**src/rtl/alu_sequencer.sv**
```systemverilog
// alu_sequencer: control sequencer for a Baby-style ALU instruction.
// Ports:
//   i_clk, i_reset        clock, asynchronous active-high reset
//   i_start, i_opcode     request and function bits, captured in IDLE only
//   i_acc_neg             accumulator sign, captured with the opcode
//   o_alu_sub, o_a_sel    ALU operation and A-operand select
//   o_alu_oe_n            ALU bus output enable (active low)
//   o_acc_load, o_ci_load single-cycle register load strobes
//   o_skip, o_done        CMP-taken strobe and completion pulse
//   o_busy, o_stop        activity and halted indicators
module alu_sequencer #(
  parameter int SETTLE_CYCLES = 4
) (
  input  logic       i_clk,
  input  logic       i_reset,
  input  logic       i_start,
  input  logic [2:0] i_opcode,
  input  logic       i_acc_neg,
  output logic       o_alu_sub,
  output logic       o_alu_oe_n,
  output logic [1:0] o_a_sel,
  output logic       o_acc_load,
  output logic       o_ci_load,
  output logic       o_skip,
  output logic       o_done,
  output logic       o_busy,
  output logic       o_stop
);
  typedef enum logic [2:0] {IDLE, SETUP, SETTLE, WRITE, FINISH, HALTED} state_t;
  localparam logic [3:0] CNT_INIT = 4'(SETTLE_CYCLES - 1);
  state_t     r_state, w_next;
  logic [2:0] r_op;
  logic       r_neg;
  logic [3:0] r_cnt;
  logic       w_oper;
  // LDN, JRP and SUB (10x) go through the ALU; everything else finishes directly
  function automatic logic is_alu(input logic [2:0] op);
    return op == 3'b010 || op == 3'b001 || op[2:1] == 2'b10;
  endfunction
  always_ff @(posedge i_clk or posedge i_reset)
    if (i_reset) r_state <= IDLE;
    else r_state <= w_next;
  always_ff @(posedge i_clk or posedge i_reset)
    if (i_reset) begin
      r_op  <= 3'b000;
      r_neg <= 1'b0;
      r_cnt <= 4'd0;
    end else begin
      if (r_state == IDLE && i_start) begin
        r_op  <= i_opcode;
        r_neg <= i_acc_neg;
      end
      // loaded while leaving SETUP so SETTLE lasts exactly SETTLE_CYCLES
      r_cnt <= r_state == SETUP ? CNT_INIT :
               (r_state == SETTLE && r_cnt != 4'd0) ? r_cnt - 4'd1 : r_cnt;
    end
  always_comb begin
    w_next = r_state;
    unique case (r_state)
      IDLE:    w_next = !i_start ? IDLE : is_alu(i_opcode) ? SETUP : FINISH;
      SETUP:   w_next = SETTLE;
      SETTLE:  w_next = r_cnt == 4'd0 ? WRITE : SETTLE;
      WRITE:   w_next = FINISH;
      FINISH:  w_next = r_op == 3'b111 ? HALTED : IDLE;
      HALTED:  w_next = HALTED;
      default: w_next = IDLE;
    endcase
  end
  always_comb begin
    w_oper     = r_state inside {SETUP, SETTLE, WRITE};
    o_a_sel    = !w_oper ? 2'b00 : r_op == 3'b010 ? 2'b01 : r_op == 3'b001 ? 2'b10 : 2'b00;
    o_alu_sub  = w_oper && r_op != 3'b001;
    o_alu_oe_n = !(r_state inside {SETTLE, WRITE});
    o_acc_load = r_state == WRITE && r_op != 3'b001;
    o_ci_load  = r_state == WRITE && r_op == 3'b001;
    o_skip     = r_state == FINISH && r_op == 3'b110 && r_neg;
    o_done     = r_state == FINISH;
    o_busy     = !(r_state inside {IDLE, HALTED});
    o_stop     = r_state == HALTED;
  end
endmodule

```
**config.mk**
```make
export PLATFORM = sky130hd
export DESIGN_NAME = alu_sequencer
export DESIGN_NICKNAME = d
export VERILOG_FILES = /design/src/rtl/alu_sequencer.sv
export SDC_FILE = /design/constraint.sdc
export NUM_CORES = 1
export LEC_CHECK = 0
export ABC_AREA = 0
export ABC_CLOCK_PERIOD_IN_PS = 3050
export CORE_MARGIN = 2
export CORE_UTILIZATION = 53
export CTS_BUF_LIST = sky130_fd_sc_hd__clkbuf_4
export DETAILED_ROUTE_END_ITERATION = 8
export HOLD_SLACK_MARGIN = 0.06
export MAX_ROUTING_LAYER = met4
export PLACE_DENSITY = 0.85
export SYNTH_ARGS = -nofsm -noshare
export SYNTH_HDL_FRONTEND = slang
export SYNTH_SLANG_ARGS = --single-unit
```
**constraint.sdc**
```tcl
create_clock -name i_clk -period 3.05 [get_ports i_clk]
set_clock_uncertainty 0.2 [all_clocks]
set_input_delay 0.915 -clock i_clk [delete_from_list [all_inputs] [get_ports i_clk]]
set_output_delay 0.915 -clock i_clk [all_outputs]
set_load 0.1 [all_outputs]
```
# Word level (Yosys, flattened, before mapping)
# Cells that the tools add are included.
# Widths: inputs -> output; s select.
# classes
shifts,0
n_addsub,1
mul,0
n_eq_ne,13
n_reduce_logical,18
bitwise_logic,0
n_lt_le_gt_ge,0
muxes,10
div,0
# op_table
op,n
$pmux 3 s6,1
$eq 3x2->1 const B,4
$eq 3x3->1 const B,4
$eq 3x1->1 const B,3
$mux 3,3
$mux 4,2
$logic_and 1x1->1,7
$mux 2,3
$reduce_bool 2->1,3
$logic_not 4->1,1
$reduce_bool 4->1,1
$sub 4x1->4 const B,1
$logic_not 3->1,1
$ne 3x1->1 const B,1
$reduce_bool 3->1,1
$eq 2x2->1 const B,1
$logic_not 1->1,2
$logic_or 1x1->1,2
$mux 1,1
# word_totals
regBits,11
mem_bits_rw,0
latch_bits,0
word_cells,46
romBits,0
out_inout_bits,10
memories,0
inputBits,7

# Longest topological paths before layout
# Gate-level depths: netlist of run 1.
# depth
depth_word,6
depth_mapped,5
depth_no_buf,5

# Worst setup path before layout of run 1
# OpenSTA, ideal clock, no wires.
# synth_timing
path_type,register to output
from,register r_state[2]
to,output o_a_sel[0]
arrival_ps,3537
stages_incl_launch_ff,3
t_required_ps,1935
path_buffers,1
path_slack_ps,-1602
cell_sequence,dfrtp_1 -> clkbuf_1 -> nor4_1
# synth_between
elab_chain_cells,3
elab_cells_between_ends,5
cone_classes,3 x eq/ne; 1 x mux; 1 x reduce/logical
# synth_rtl
element,line_no,rtl
"start, declared",31,"state_t r_state, w_next;"
"start signal, assigned",42,else r_state <= w_next;
$eq 3x1->1 or $eq 3x2->1 (tied branches),70,"w_oper = r_state inside {SETUP, SETTLE, WRITE};"
$reduce_bool 3->1 *,70,
$mux 2 *,71,o_a_sel = !w_oper ? 2'b00 : r_op == 3'b010 ? 2'b01 : r_op == 3'b001 ? 2'b10 : 2'b00;
"end, declared",21,"output logic [1:0] o_a_sel,"
# Every way passes the cells marked *; elsewhere a longest branch is shown, timed or not.

# Worst setup path after layout of run 1
# layout_timing
from,register r_op[2]
to,output o_a_sel[1]
# layout_between
elab_chain_cells,4
elab_cells_between_ends,5
cone_classes,2 x eq/ne; 3 x mux
# layout_rtl
element,line_no,rtl
"start, declared",32,logic [2:0] r_op;
"start signal, assigned",50,r_op <= i_opcode;
$eq 3x1->1,71,
$mux 2,71,
$mux 2 * (2 in series),71,
# Marked as above.

==> flow_summary.yaml, run 1 <==
status:
  status: "finished clean"
yosys:
  synth-edff-count: 0
  muxShareOfSynthArea_pct: 7.96
  synthArstFlopShare_pct: 100
  synth-simple-area-share_pct: 34.2
  ys_warn_count: 0
  synth_cell_type_count: 27
  synthFlopType: "dfrtp_1"
  yosysMostFrequentCell: "dfrtp_1"
  synth-xor-area-share_pct: 2.53
  netlist_area_sq_um: 692
  ys_top_cells_by_count: "dfrtp_1 (11), or3b_2 (5)"
  synth_fa_ha_area_share_pct: 3.62
  synth.area.top_cells: "dfrtp_1 (40%), mux2_2 (6.5%), or3b_2 (6.3%)"
  synth_nets: 78
  ys_seq_elements: 11
  synth.yosys.seq_area_share_pct: 39.8
  synth.largest_area_cell: "dfrtp_1"
  synth_top_family_by_area: "simple AND/OR/NAND/NOR gates"
  synth_cells: 69
  synth-compound-area-share_pct: 5.97
  synth_top_area_share_pct: 39.8
  avgSynthCellArea_sq_um: 10.0
layout:
  area_growth_pct: 43.8
  final_nets: 98
  final_layout_size_suffix_gt1_share_pct: 37.5
  fillerInstances: 81
  antenna-diode-count: 0
worst_setup_path:
  critPathRequiredTime_ns: 1.93
  worstPathMaxFanout: 6
  arrival_ns: 1.66
  crit_type: "reg2out"
  worstSetupEndpointType: "primary output"
  start_kind: "flip-flop"
  worst-r2r-cell-count: 5
cts:
  cts-htree-levels: 1
  cts_resized: 0
  clk_latency_ns: 0.26
  post_cts_buffers: 0
  cts_sinks: 11
  cts_tree: "built"
  path_clk_slew_ns: 0.07
  root_buffer: "clkbuf_4"
  cts_buffers: 3
  hold_buffers: 0
  clockBufferDepth: 2
timing:
  fin_crit_sh_pct: 91.0
  rsz0062_at_grt: "no"
  hold_viol_final: 0
  holdWs_ns: 0.315
  fin_ws_ns: 0.274
  max_freq_ghz: 0.360
  tightest_slew_ns: 0.594
  drv_slew: 0
  setup_viol: 0
  max_slew_margin_pct: 60.3
  period_needed_ns: 2.78
  tns_ns: 0
power_and_ir_drop:
  total_power_uw: 270
  peakVddDrop_mv: 0.281
  powerDensity_mw_per_mm2: 271
  leakagePower_uw: 0.000422
floorplan:
  boundaryPins: 17
  dieArea_sq_mm: 0.00161
  rows: 13
  core_area_sq_mm: 0.00125
  die_h_um: 40.1
  die_w_um: 40.1
  start_util_pct: 55.2
global_routing:
  first_global_vias: 527
  grt_remaining_overflow: 0
  grt_max_degree: 14
  grt_use_total_pct: 24.3
  grt_pass1_wl_um: 2420
  antenna_found_initial: 0
routing:
  drt_pass1_iterations: 4
  drcViolationCount: 0
  num_vias: 599
  drt-wirelength-per-cell_um: 15.3
  drtIter0Drc: 16
  drt.antenna.violating_nets: 0
  routed_wl_um: 1580
  routed_via_density: 5.82
place:
  dpl.hpwl_um: 1220
  place_congestion: 0.868
  place_ws_ns: 0.453
  portBuffers: 16
run:
  drv_cap: 0
min_path:
  holdPathStages: 1
  holdCritPathClass: "reg2reg"
[sequential cells by signal (all words and copies together), names as in the netlist]
name	flops
r_cnt	4
r_neg	1
r_op	3
r_state	3
[final timing paths]
path / to / slack (ns) / start
hold reg to reg: r_cnt[2]$_DFFE_PP0P_ / 0.32 / r_cnt[2]$_DFFE_PP0P_
hold / removal: r_cnt[2]$_DFFE_PP0P_ / 0.32 / r_cnt[2]$_DFFE_PP0P_
setup reg to reg: r_state[0]$_DFF_PP0_ / 1.07 / r_cnt[0]$_DFFE_PP0P_
min in group asynchronous: r_cnt[0]$_DFFE_PP0P_ / 0.76 / i_reset
setup / recovery: o_a_sel[1] / 0.27 / r_op[2]$_DFFE_PP0P_
max in group asynchronous: r_state[0]$_DFF_PP0_ / 1.60 / i_reset
[area by class of cell]
type / instances / area (sq um) / area share [%]
sequential: 11 / 275 / 27.7
multi-input combinational: 51 / 408 / 41.0
clock inverter: 1 / 5.00 / 0.503
inverter: 4 / 15.0 / 1.51
timing repair buffer: 18 / 250 / 25.2
clock buffer: 3 / 22.5 / 2.26
tap: 15 / 18.8 / 1.89
[critical path, cell delays in order (launching register included)]
cell and delay [ns]:
dfrtp_1 0.46, or3b_2 0.53, nor3_2 0.20, buf_12 0.21
[per-layer routing]
metal  wire [um]  track usage (%)  share of wire [%]  up-vias
met4          27             10.3                1.7        0
li1            -                -                  -      281
met1         655             27.2                 42      287
met2         819             41.5                 52       25
met5           0                -                  0        -
met3          74             5.00                4.7        6
[placed cells by master (no fill, tap or decap), types with 3 or more instances in the layout]
master / instances
nor3b_1: 3
o21ai_0: 4
or3b_2: 5
mux2_2: 4
clkdlybuf4s50_1: 6
nand2_1: 3
buf_12: 8
dfrtp_1: 11
or3_1: 3
buf_4: 4
nand3_1: 4
clkbuf_4: 3
inv_1: 4
[report_power, final]
group	internal, uW	switching [uW]
clock	48.4	48.6
combinational	11.4	9.10
sequential	148	3.74
[kinds of logic (layout without fill, tap and decap cells)]
group,count (synthesis),count (layout)
xor gates and xnor gates,2,2
AOI/OAI and AO/OA,7,7
buffers and inverters,7,26
DFF,11,11
and+or+nand+nor,35,35
adders and majority gates,2,2
muxes,5,5
[metrics by stage]
stage	instance area [sq um]	util, %	std cells
final	995	79.4	103
after global routing	995	79.4	103
after CTS	995	79.4	103
after detailed placement	967	77.2	99
after global placement	967	77.2	99
after floorplan	724	-	69
Power figures use the tool's default switching activity.
==> run 2: changes to the inputs <==
==> config.mk (replaced) <==
export PLATFORM = sky130hd
export DESIGN_NAME = alu_sequencer
export DESIGN_NICKNAME = d
export VERILOG_FILES = /design/src/rtl/alu_sequencer.sv
export SDC_FILE = /design/constraint.sdc
export NUM_CORES = 1
export LEC_CHECK = 0
export ABC_AREA = 1
export ABC_CLOCK_PERIOD_IN_PS = 3050
export CORE_AREA = 2 2 39 41
export CTS_BUF_LIST = sky130_fd_sc_hd__clkbuf_4
export DETAILED_ROUTE_END_ITERATION = 8
export DIE_AREA = 0 0 41 43
export HOLD_SLACK_MARGIN = 0.06
export MAX_ROUTING_LAYER = met4
export PLACE_DENSITY = 0.82
export SYNTH_ARGS = -nofsm -noshare
export SYNTH_HDL_FRONTEND = slang
export SYNTH_SLANG_ARGS = --single-unit
==> run 2 against run 1 <==
Hold slack worse by 0.013 ns. Power is 2.4% lower. Critical path depth is 1 higher. Cell count is 25% higher. Sequential share of layout area is 0.32 points higher. Routed wire length is 19% lower. Non-clock buffer count is 2 lower. Critical endpoint is now o_skip.
==> flow_summary.yaml, run 2 <==
yosys:
  synth.largest_area_cell: "dfrtp_1"
  synth_top_area_share_pct: 40.8
  ys_warn_count: 0
  avgSynthCellArea_sq_um: 7.25
  ys_top_cells_by_count: "nand2_1 (26), inv_1 (15), dfrtp_1 (11)"
  ys_seq_elements: 11
  synthArstFlopShare_pct: 100
  synth_nets: 102
  synth.area.top_cells: "dfrtp_1 (41%), nand2_1 (14%), inv_1 (8.3%)"
  synth.yosys.seq_area_share_pct: 40.8
  synth_cells: 93
  netlist_area_sq_um: 674
  synth_cell_type_count: 18
  synthFlopType: "dfrtp_1"
  yosysMostFrequentCell: "nand2_1"
  synth-edff-count: 0
layout:
  top_register: "r_cnt"
  largest_register_ff_count: 4
  final_common_cell: "nand2_1"
  antenna-diode-count: 0
  area_growth_pct: 45.8
  top_regs: "r_cnt (4), r_op (3), r_state (3)"
  most-common-layout-cells: "nand2_1 (26), inv_1 (15), dfrtp_1 (11)"
  final_nets: 123
  final_layout_size_suffix_gt1_share_pct: 25.7
timing:
  setup_viol: 0
  tightest_slew_ns: 0.395
  max_slew_margin_pct: 73.6
  fin_crit_sh_pct: 85.5
  rsz0062_at_grt: "no"
  tns_ns: 0
  hold_viol_final: 0
  drv_slew: 0
  fin_ws_ns: 0.441
  max_freq_ghz: 0.383
  period_needed_ns: 2.61
cts:
  cts_resized: 0
  cts_tree: "built"
  path_clk_slew_ns: 0.07
  cts_sinks: 11
  clk_latency_ns: 0.26
  post_cts_buffers: 0
  cts-htree-levels: 1
  clockBufferDepth: 2
  cts_buffers: 3
  root_buffer: "clkbuf_4"
  hold_buffers: 0
floorplan:
  start_util_pct: 48.7
  die_h_um: 43
  die_w_um: 41
  core_area_sq_mm: 0.00138
  boundaryPins: 17
  rows: 14
  dieArea_sq_mm: 0.00176
power_and_ir_drop:
  peakVddDrop_mv: 0.291
  powerDensity_mw_per_mm2: 268
  leakagePower_uw: 0.000471
worst_setup_path:
  start_kind: "flip-flop"
  path_cells: "nor2_1 > nand2_1 > nor4_2 > buf_12"
  rr_startpoint: "r_cnt[0]$_DFFE_PP0P_"
  crit_type: "reg2out"
  critPathRequiredTime_ns: 1.93
  worstPathMaxFanout: 6
  crit_slowest_cell: "dfrtp_1"
  reg2reg_to: "r_cnt[3]$_DFFE_PP0P_"
  r2r_setup_slack_ns: 1.58
  worst-r2r-cell-count: 8
  worstSetupEndpointType: "primary output"
  arrival_ns: 1.49
  cpPeakStageDelay_ns: 0.45
routing:
  drtIter0Drc: 3
  routed_wl_um: 1280
  drt.antenna.violating_nets: 0
  drt-wirelength-per-cell_um: 9.91
  num_vias: 642
  drcViolationCount: 0
  routed_via_density: 4.98
  drt_pass1_iterations: 4
min_path:
  hp-start: "r_cnt[0]$_DFFE_PP0P_"
  holdPathStages: 2
  holdPathEnd: "r_cnt[0]$_DFFE_PP0P_"
  holdCritPathClass: "reg2reg"
run:
  drv_cap: 0
global_routing:
  grt_use_total_pct: 19.1
  grt_pass1_wl_um: 2290
  grt_max_degree: 12
  grt_remaining_overflow: 0
  antenna_found_initial: 0
  first_global_vias: 623
place:
  dpl.hpwl_um: 1140
  portBuffers: 16
  place_ws_ns: 0.703
  place_congestion: 0.771
status:
  status: "finished clean"
-- run 2: cell types whose count changed after synthesis, sizes merged, moves of 2 or more --
cell,change
nand3,+5
xor2,+2
nor2,+9
nand2b,-2
mux2,-4
or3b,-6
nor3b,-3
or3,-3
inv,+13
buf,-2
nand2,+24
-- run 2: area by class of cell --
type | instances | area [sq um]
inverters | 17 | 63.8
well taps | 16 | 20.0
fillers | 108 | 400
flip-flops and latches | 11 | 275
repair buffers | 16 | 235
clock buffers | 4 | 30.0
multi-input cells | 65 | 359
-- run 2: worst max-delay path: cells and delay by family (launching register included) --
kind          cells  cell delay (ns)
buf+inv           1             0.22
simple gates      3             0.57
flops             1             0.45
-- run 2: per-layer routing --
| metal | GRT usage, % | part of all wire, % |
|---|---|---|
| met1 | 20.9 | 39 |
| met2 | 33.1 | 56 |
| met3 | 3.14 | 4.3 |
| met4 | 6.00 | 0.47 |
| met5 | - | 0 |
-- run 2: per-stage QoR --
stage / area [sq um] / hold WS [ns] / utilization, % / total power [uW] / instances
CTS: 983 / 0.304 / 71.1 / 267 / 129
detailed placement: 953 / 0.289 / 68.9 / 163 / 125
global route: 983 / 0.338 / 71.1 / 275 / 129
floorplan: 698 / 0.252 / - / 153 / 93
global placement: 953 / 0.268 / 68.9 / 163 / 125
finish: 983 / 0.302 / 71.1 / 263 / 129
-- run 2: how the worst max path moves through the flow --
stage	slack [ns]	end	startpoint
after floorplan	-0.41	o_skip	r_state[1]$_DFF_PP0_
after global placement	0.73	o_skip	r_state[1]$_DFF_PP0_
after detailed placement	0.70	o_skip	r_state[1]$_DFF_PP0_
after CTS	0.42	o_skip	r_state[1]$_DFF_PP0_
after global routing	0.29	o_skip	r_state[1]$_DFF_PP0_
final	0.44	o_skip	r_state[1]$_DFF_PP0_
-- run 2: cells by family after synthesis --
group                      Yosys count  synth area share [%]
adders and majority gates            2                  3.71
and+or+nand+nor                     55                  38.4
AOI/OAI and AO/OA                    5                  3.71
xor gates and xnor gates             3                  3.90
buffers and inverters               17                  9.46
DFF                                 11                  40.8
-- run 2: where the power goes --
| group | total [uW] | switching, uW | internal (uW) |
|---|---|---|---|
| registers | 146 | 0 | 146 |
| clock network | 103 | 43.8 | 59.3 |
| logic | 14.2 | 5.84 | 8.35 |
| total | 263 | 49.6 | 214 |
==> run 3: changes to the inputs <==
--- a/config.mk
+++ b/config.mk
@@ -14,6 +14,7 @@
 export HOLD_SLACK_MARGIN = 0.06
 export MAX_ROUTING_LAYER = met4
 export PLACE_DENSITY = 0.82
+export SKIP_CTS_REPAIR_TIMING = 1
 export SYNTH_ARGS = -nofsm -noshare
 export SYNTH_HDL_FRONTEND = slang
 export SYNTH_SLANG_ARGS = --single-unit
==> results of run 3 <==
No change in the layout: final DEF, timing and power equal those of run 2.
==> variant 1 (settings of run 1) <==
Put a register stage on the output `o_stop`, with the module's reset. The value now appears one clock later. The other outputs are not delayed to match.
--- a/src/rtl/alu_sequencer.sv
+++ b/src/rtl/alu_sequencer.sv
@@ -29,4 +29,6 @@
   typedef enum logic [2:0] {IDLE, SETUP, SETTLE, WRITE, FINISH, HALTED} state_t;
   localparam logic [3:0] CNT_INIT = 4'(SETTLE_CYCLES - 1);
+
+  logic o_stop_d;
   state_t     r_state, w_next;
   logic [2:0] r_op;
@@ -77,6 +79,14 @@
     o_done     = r_state == FINISH;
     o_busy     = !(r_state inside {IDLE, HALTED});
-    o_stop     = r_state == HALTED;
+    o_stop_d   = r_state == HALTED;
   end
+  always_ff @(posedge i_clk or posedge i_reset) begin
+    if (i_reset) begin
+      o_stop <= '0;
+    end else begin
+      o_stop <= o_stop_d;
+    end
+  end
+
 endmodule
 
Function: changed (a bounded check fails within 4 cycles, from zero or initial values and one cycle with i_reset high).
==> variant 1 against run 1 <==
  * Sequential cell count up 1
  * Synthesized area up 5.1%
  * Wire length is 22% lower
  * Maximum frequency fell by 3.6%
  * Setup slack lost 0.10 ns
  * Critical path depth increased by 1
  * Final cell count decreased by 0.97%
  * Design area grew 1.5%
  * Power rose by 7.5%
  * Count of clock-buffer cells in the layout stayed put
  * Critical endpoint is now o_skip
==> variant 1: results (changes against run 1) <==
Status - completed
H-tree Lvls - 1 (unchanged)
VDD IR max - 0.2994 mV (+6.6%)
Cts bufs inserted - 3 (unchanged)
GP Congestion - 0.7891 (-9.1%)
Clock slew at reported path FFs - 0.08 ns
WHS Endpoint - r_cnt[3]
Mean Syn Cell Area - 10.38 sq um (+3.6%)
Filler instances - 86 (+6.2%)
Max clock buf depth - 2 (unchanged)
Largest net degree at the start of global routing - 15 (+1)
CTS-repair resized insts - 0 (unchanged)
Setup bufs post-CTS - 0 (unchanged)
Register area share after synthesis - 41.31% (+1.5 points)
Pins Over Slew Limit - 0 (unchanged)
Synthesis Warnings - 0 (unchanged)
Slew headroom - 67.61% (+7.3 points)
Top Registers - r_cnt: 4 flops, r_op: 3 flops, r_state: 3 flops
Wirelength per Cell - 12.12 um (-21%)
Post-DP HPWL - 977.1 um (-20%)
Number of global-route vias before repair - 474 (-10%)
Antenna violations before repair - 0 (unchanged)
Worst reg2reg setup slack - 1.30 ns (+0.23 ns)
DRT iter0 DRCs - 9 (-7)
Tightest Hold Check Type - flip-flop to flip-flop
Syn_nets - 79 (+1.3%)
Diode count - 0 (unchanged)
Worst hold start - r_cnt[3]
Main area contributors after synthesis - dfrtp_1 41%, mux2_2 6.2%, or3b_2 4.8%, nor3_1 4.1%, ha_1 3.4%
Placed cell areas - 983.4 sq um (+1.7%)
Hold depth - 1 (unchanged)
DRT Pass-1 Iters - 4 (unchanged)
Root Buffer - clkbuf_4
Clk_lat worst skew - 0.28 ns (+0.02 ns)
GRT Overall Usage - 19.06% (-5.2 points)
Layout cells sized above 1 - 35.63% (-1.9 points)
Distinct cells, synth - 27 (unchanged)
Number of nets in the layout - 97 (-1.0%)
Reg2reg end - r_state[0]
Fraction of registers with async set/reset - 100.0% (unchanged)
Critical Path AT - 1.76 ns (+0.10 ns)
Net Sw Frac - 23.97% (+1.2 points)
Port bufs - 16 (unchanged)
First-pass GRT wire length - 1980 um (-18%)
Worst r2r src - r_state[2]
Critical path fanouts, max - 10 (+4)
Placed cell count - 98 (-1.0%)
Vias per inst - 5.510 (-5.3%)
Synth top cells by count - 12 x dfrtp_1, 6 x nor3_1
Hold_ws - 0.3096 ns (-0.005443 ns)
Depth of the worst register-to-register path - 3 (-2)
Primary FF master, synth - dfrtp_1
Final WL - 1236 um (-22%)
Post-route ant nets - 0 (unchanged)
Leak - 0.4163 nW (-1.2%)
[variant 1: logic make-up after synthesis]
logic type	count (synthesis)	share of synthesized area [%]
compound gates	8	7.573
buf+inv	7	6.196
xor+xnor	2	2.410
mux	6	8.950
flops	12	41.31
fa+ha+maj	2	3.442
simple gates	33	30.12
[variant 1: per-stage QoR]
stage               setup TNS [ns]  util [%]  setup slack, ns  power (mW)
global route                     0     78.58          0.08445      0.2996
finish                           0     78.58           0.1718      0.2900
global placement                 0     76.53           0.5269      0.1872
detailed placement               0     76.53           0.4858      0.1875
floorplan                  -0.5348         -          -0.3832      0.1767
CTS                              0     78.58           0.1660      0.2926
[variant 1: how the worst max path moves through the flow]
stage               start         end  depth (start not counted)
2_1_floorplan  r_state[1]  o_a_sel[0]                          3
3_3_place_gp   r_state[0]      o_skip                          4
3_5_place_dp   r_state[0]      o_skip                          4
4_1_cts        r_state[0]      o_skip                          4
5_1_grt        r_state[0]      o_skip                          4
6_report       r_state[0]      o_skip                          4
[variant 1: layout make-up]
| class | instances | share of cell area (%) |
|---|---|---|
| clock inverter | 1 | 0.3717 |
| clock buffer | 3 | 2.230 |
| sequential | 12 | 29.74 |
| timing repair buffer | 16 | 23.30 |
| inverter | 4 | 1.487 |
| tap | 15 | 1.859 |
| multi-input combinational | 51 | 41.02 |
[variant 1: critical path, cell delays in order, from the launching register on]
cell,delay [ns]
dfrtp_1,0.51
nor2_1,0.35
nand2_1,0.18
nor3_4,0.24
buf_12,0.20
[variant 1: power by group through the flow]
stage	registers, mW	clock network, mW	logic, mW
after floorplan	0.167	0	0.00972
after CTS	0.165	0.108	0.0198
after detailed placement	0.168	0	0.0197
final	0.165	0.106	0.0194
after global routing	0.165	0.113	0.0214
after global placement	0.168	0	0.0195
[variant 1: layer usage]
metal  part of all wire (%)  vias up  track usage [%]  wire length, um
met5                      0        -                -                0
met1                     50      261            27.93              614
met3                    4.7        4            4.891               58
met4                    1.7        0            10.00               21
li1                       -      282                -                -
met2                     44       15            23.44              542
==> variant 2 (flow settings as in run 1) <==
Made on the original files. Add an input register stage for `i_start`, `i_opcode` and `i_acc_neg`, with the module's reset; this delays them by one clock.
--- a/src/rtl/alu_sequencer.sv
+++ b/src/rtl/alu_sequencer.sv
@@ -29,4 +29,21 @@
   typedef enum logic [2:0] {IDLE, SETUP, SETTLE, WRITE, FINISH, HALTED} state_t;
   localparam logic [3:0] CNT_INIT = 4'(SETTLE_CYCLES - 1);
+
+  logic i_start_q;
+  logic [2:0] i_opcode_q;
+  logic i_acc_neg_q;
+
+  always_ff @(posedge i_clk or posedge i_reset) begin
+    if (i_reset) begin
+      i_start_q   <= '0;
+      i_opcode_q  <= '0;
+      i_acc_neg_q <= '0;
+    end else begin
+      i_start_q   <= i_start;
+      i_opcode_q  <= i_opcode;
+      i_acc_neg_q <= i_acc_neg;
+    end
+  end
+
   state_t     r_state, w_next;
   logic [2:0] r_op;
@@ -47,7 +64,7 @@
       r_cnt <= 4'd0;
     end else begin
-      if (r_state == IDLE && i_start) begin
-        r_op  <= i_opcode;
-        r_neg <= i_acc_neg;
+      if (r_state == IDLE && i_start_q) begin
+        r_op  <= i_opcode_q;
+        r_neg <= i_acc_neg_q;
       end
       // loaded while leaving SETUP so SETTLE lasts exactly SETTLE_CYCLES
@@ -58,5 +75,5 @@
     w_next = r_state;
     unique case (r_state)
-      IDLE:    w_next = !i_start ? IDLE : is_alu(i_opcode) ? SETUP : FINISH;
+      IDLE:    w_next = !i_start_q ? IDLE : is_alu(i_opcode_q) ? SETUP : FINISH;
       SETUP:   w_next = SETTLE;
       SETTLE:  w_next = r_cnt == 4'd0 ? WRITE : SETTLE;
Behaviour: not the same (Yosys sat finds a counterexample within 4 cycles, from zero or initial values and one cycle with i_reset high).
==> variant 2 against run 1 <==
  * Synthesized area up 18%
  * Sequential share of layout area increased by 8.7 points
  * Sequential cell count increased by 5
  * Design area up 11%
  * Count of clock-buffer cells in the layout unchanged
  * Setup slack got worse by 0.11 ns
  * Wire length decreased by 11%
  * Highest routed layer unchanged
Power is left out: the tool's default activity adds up to more than one toggle a clock period on the data nets, which glitch-free logic cannot reach.
==> variant 2: results (changes against run 1) <==
Status - completed
GRT Overall Usage - 19.09% (-5.2 points)
Largest net degree at the start of global routing - 17 (+3)
Delay-heaviest family, CP - simple AND/OR/NAND/NOR gates
Clk_lat worst skew - 0.28 ns (+0.02 ns)
DRT iter0 DRCs - 9 (-7)
Fraction of registers with async set/reset - 100.0% (unchanged)
Slowest cell on crit path - dfrtp_1
H-tree Lvls - 1 (unchanged)
Total gr overflow - 0 (unchanged)
Setup bufs post-CTS - 0 (unchanged)
Distinct cells, synth - 27 (unchanged)
Most flop-heavy register - r_cnt
Layout cells sized above 1 - 33.33% (-4.2 points)
Number of nets in the layout - 101 (+3.1%)
Number of global-route vias before repair - 572 (+8.5%)
Synth top cells by count - 16 x dfrtp_1, 5 x or3b_2
Crit-path max cell delay - 0.50 ns (-0.03 ns)
Clock slew at reported path FFs - 0.08 ns
Critical path fanouts, max - 10 (+4)
Max reg flops - 4 (unchanged)
Filler instances - 104 (+28%)
Port bufs - 16 (unchanged)
Synthesis Warnings - 0 (unchanged)
Tightest Hold Check Type - flip-flop to flip-flop
First-pass GRT wire length - 2553 um (+5.5%)
Register area share after synthesis - 49.00% (+9.2 points)
Cts bufs inserted - 3 (unchanged)
Post-DP HPWL - 1146 um (-5.8%)
Root Buffer - clkbuf_4
Max clock buf depth - 2 (unchanged)
DRT Pass-1 Iters - 4 (unchanged)
Main area contributors after synthesis - dfrtp_1 49%, mux2_2 5.5%, or3b_2 5.4%, ha_1 3.1%, nor4b_4 2.9%
Syn_nets - 83 (+6.4%)
Vias per inst - 5.604 (-3.6%)
GP Congestion - 0.8262 (-4.8%)
Antenna violations before repair - 0 (unchanged)
Worst-margin pin slew - 0.5941 ns (+0.00007814 ns)
Diode count - 0 (unchanged)
Final WL - 1406 um (-11%)
CTS-repair resized insts - 0 (unchanged)
==> variant 2: metrics by stage <==
| step | area [sq um] | std cells | setup slack, ns | hold slack [ns] |
|---|---|---|---|---|
| 6_report | 1101 | 106 | 0.1615 | 0.2897 |
| 5_1_grt | 1101 | 106 | 0.05027 | 0.3094 |
| 4_1_cts | 1101 | 106 | 0.1482 | 0.3001 |
| 3_5_place_dp | 1079 | 103 | 0.4683 | 0.2805 |
| 3_3_place_gp | 1079 | 103 | 0.5284 | 0.2620 |
| 2_1_floorplan | 849.6 | 74 | -0.4491 | 0.2542 |
==> variant 2: path summary, 6_finish.rpt <==
kind                                  start          to  slack [ns]  cells after the start
worst max-delay path             r_state[0]      o_skip        0.16                      4
worst min-delay path            i_acc_neg_q       r_neg        0.29                      1
min in group asynchronous           i_reset    r_cnt[1]        0.78                      2
max in group asynchronous           i_reset     r_op[0]        1.50                      2
worst min register to register  i_acc_neg_q       r_neg        0.29                      1
worst max register to register     r_cnt[0]  r_state[0]        1.07                      5
==> variant 2: kinds of logic (layout without fill, tap and decap cells) <==
logic type      count (synthesis)  count (layout)  share of synthesized area, %
xor+xnor                        2               2                         2.144
simple gates                   35              35                         28.94
buf+inv                         7              23                         5.052
fa+ha+maj                       2               2                         3.062
mux                             5               5                         6.738
compound gates                  7               7                         5.055
flops                          16              16                         49.00
==> variant 2: worst reg2reg max path, cell delays in order, from the launching register on <==
cell and delay, ns:
dfrtp_1 0.41, inv_1 0.09, ha_1 0.14, nor3b_1 0.50, or3b_2 0.49, nand3_1 0.09
==> variant 2: metal layers <==
metal / global-route usage [%] / part of all wire, %
met5: - / 0
met2: 28.96 / 50
met1: 24.44 / 46
met4: 9.091 / 1.1
met3: 3.830 / 3.5
==> variant 2: layout make-up <==
type	count	area, sq um	share of cell area, %
repair buffers	16	235.2	21.36
clock buffers	3	22.52	2.045
inverters	4	15.01	1.364
multi-input cells	51	407.9	37.05
flip-flops and latches	16	400.4	36.36
well taps	16	20.02	1.818
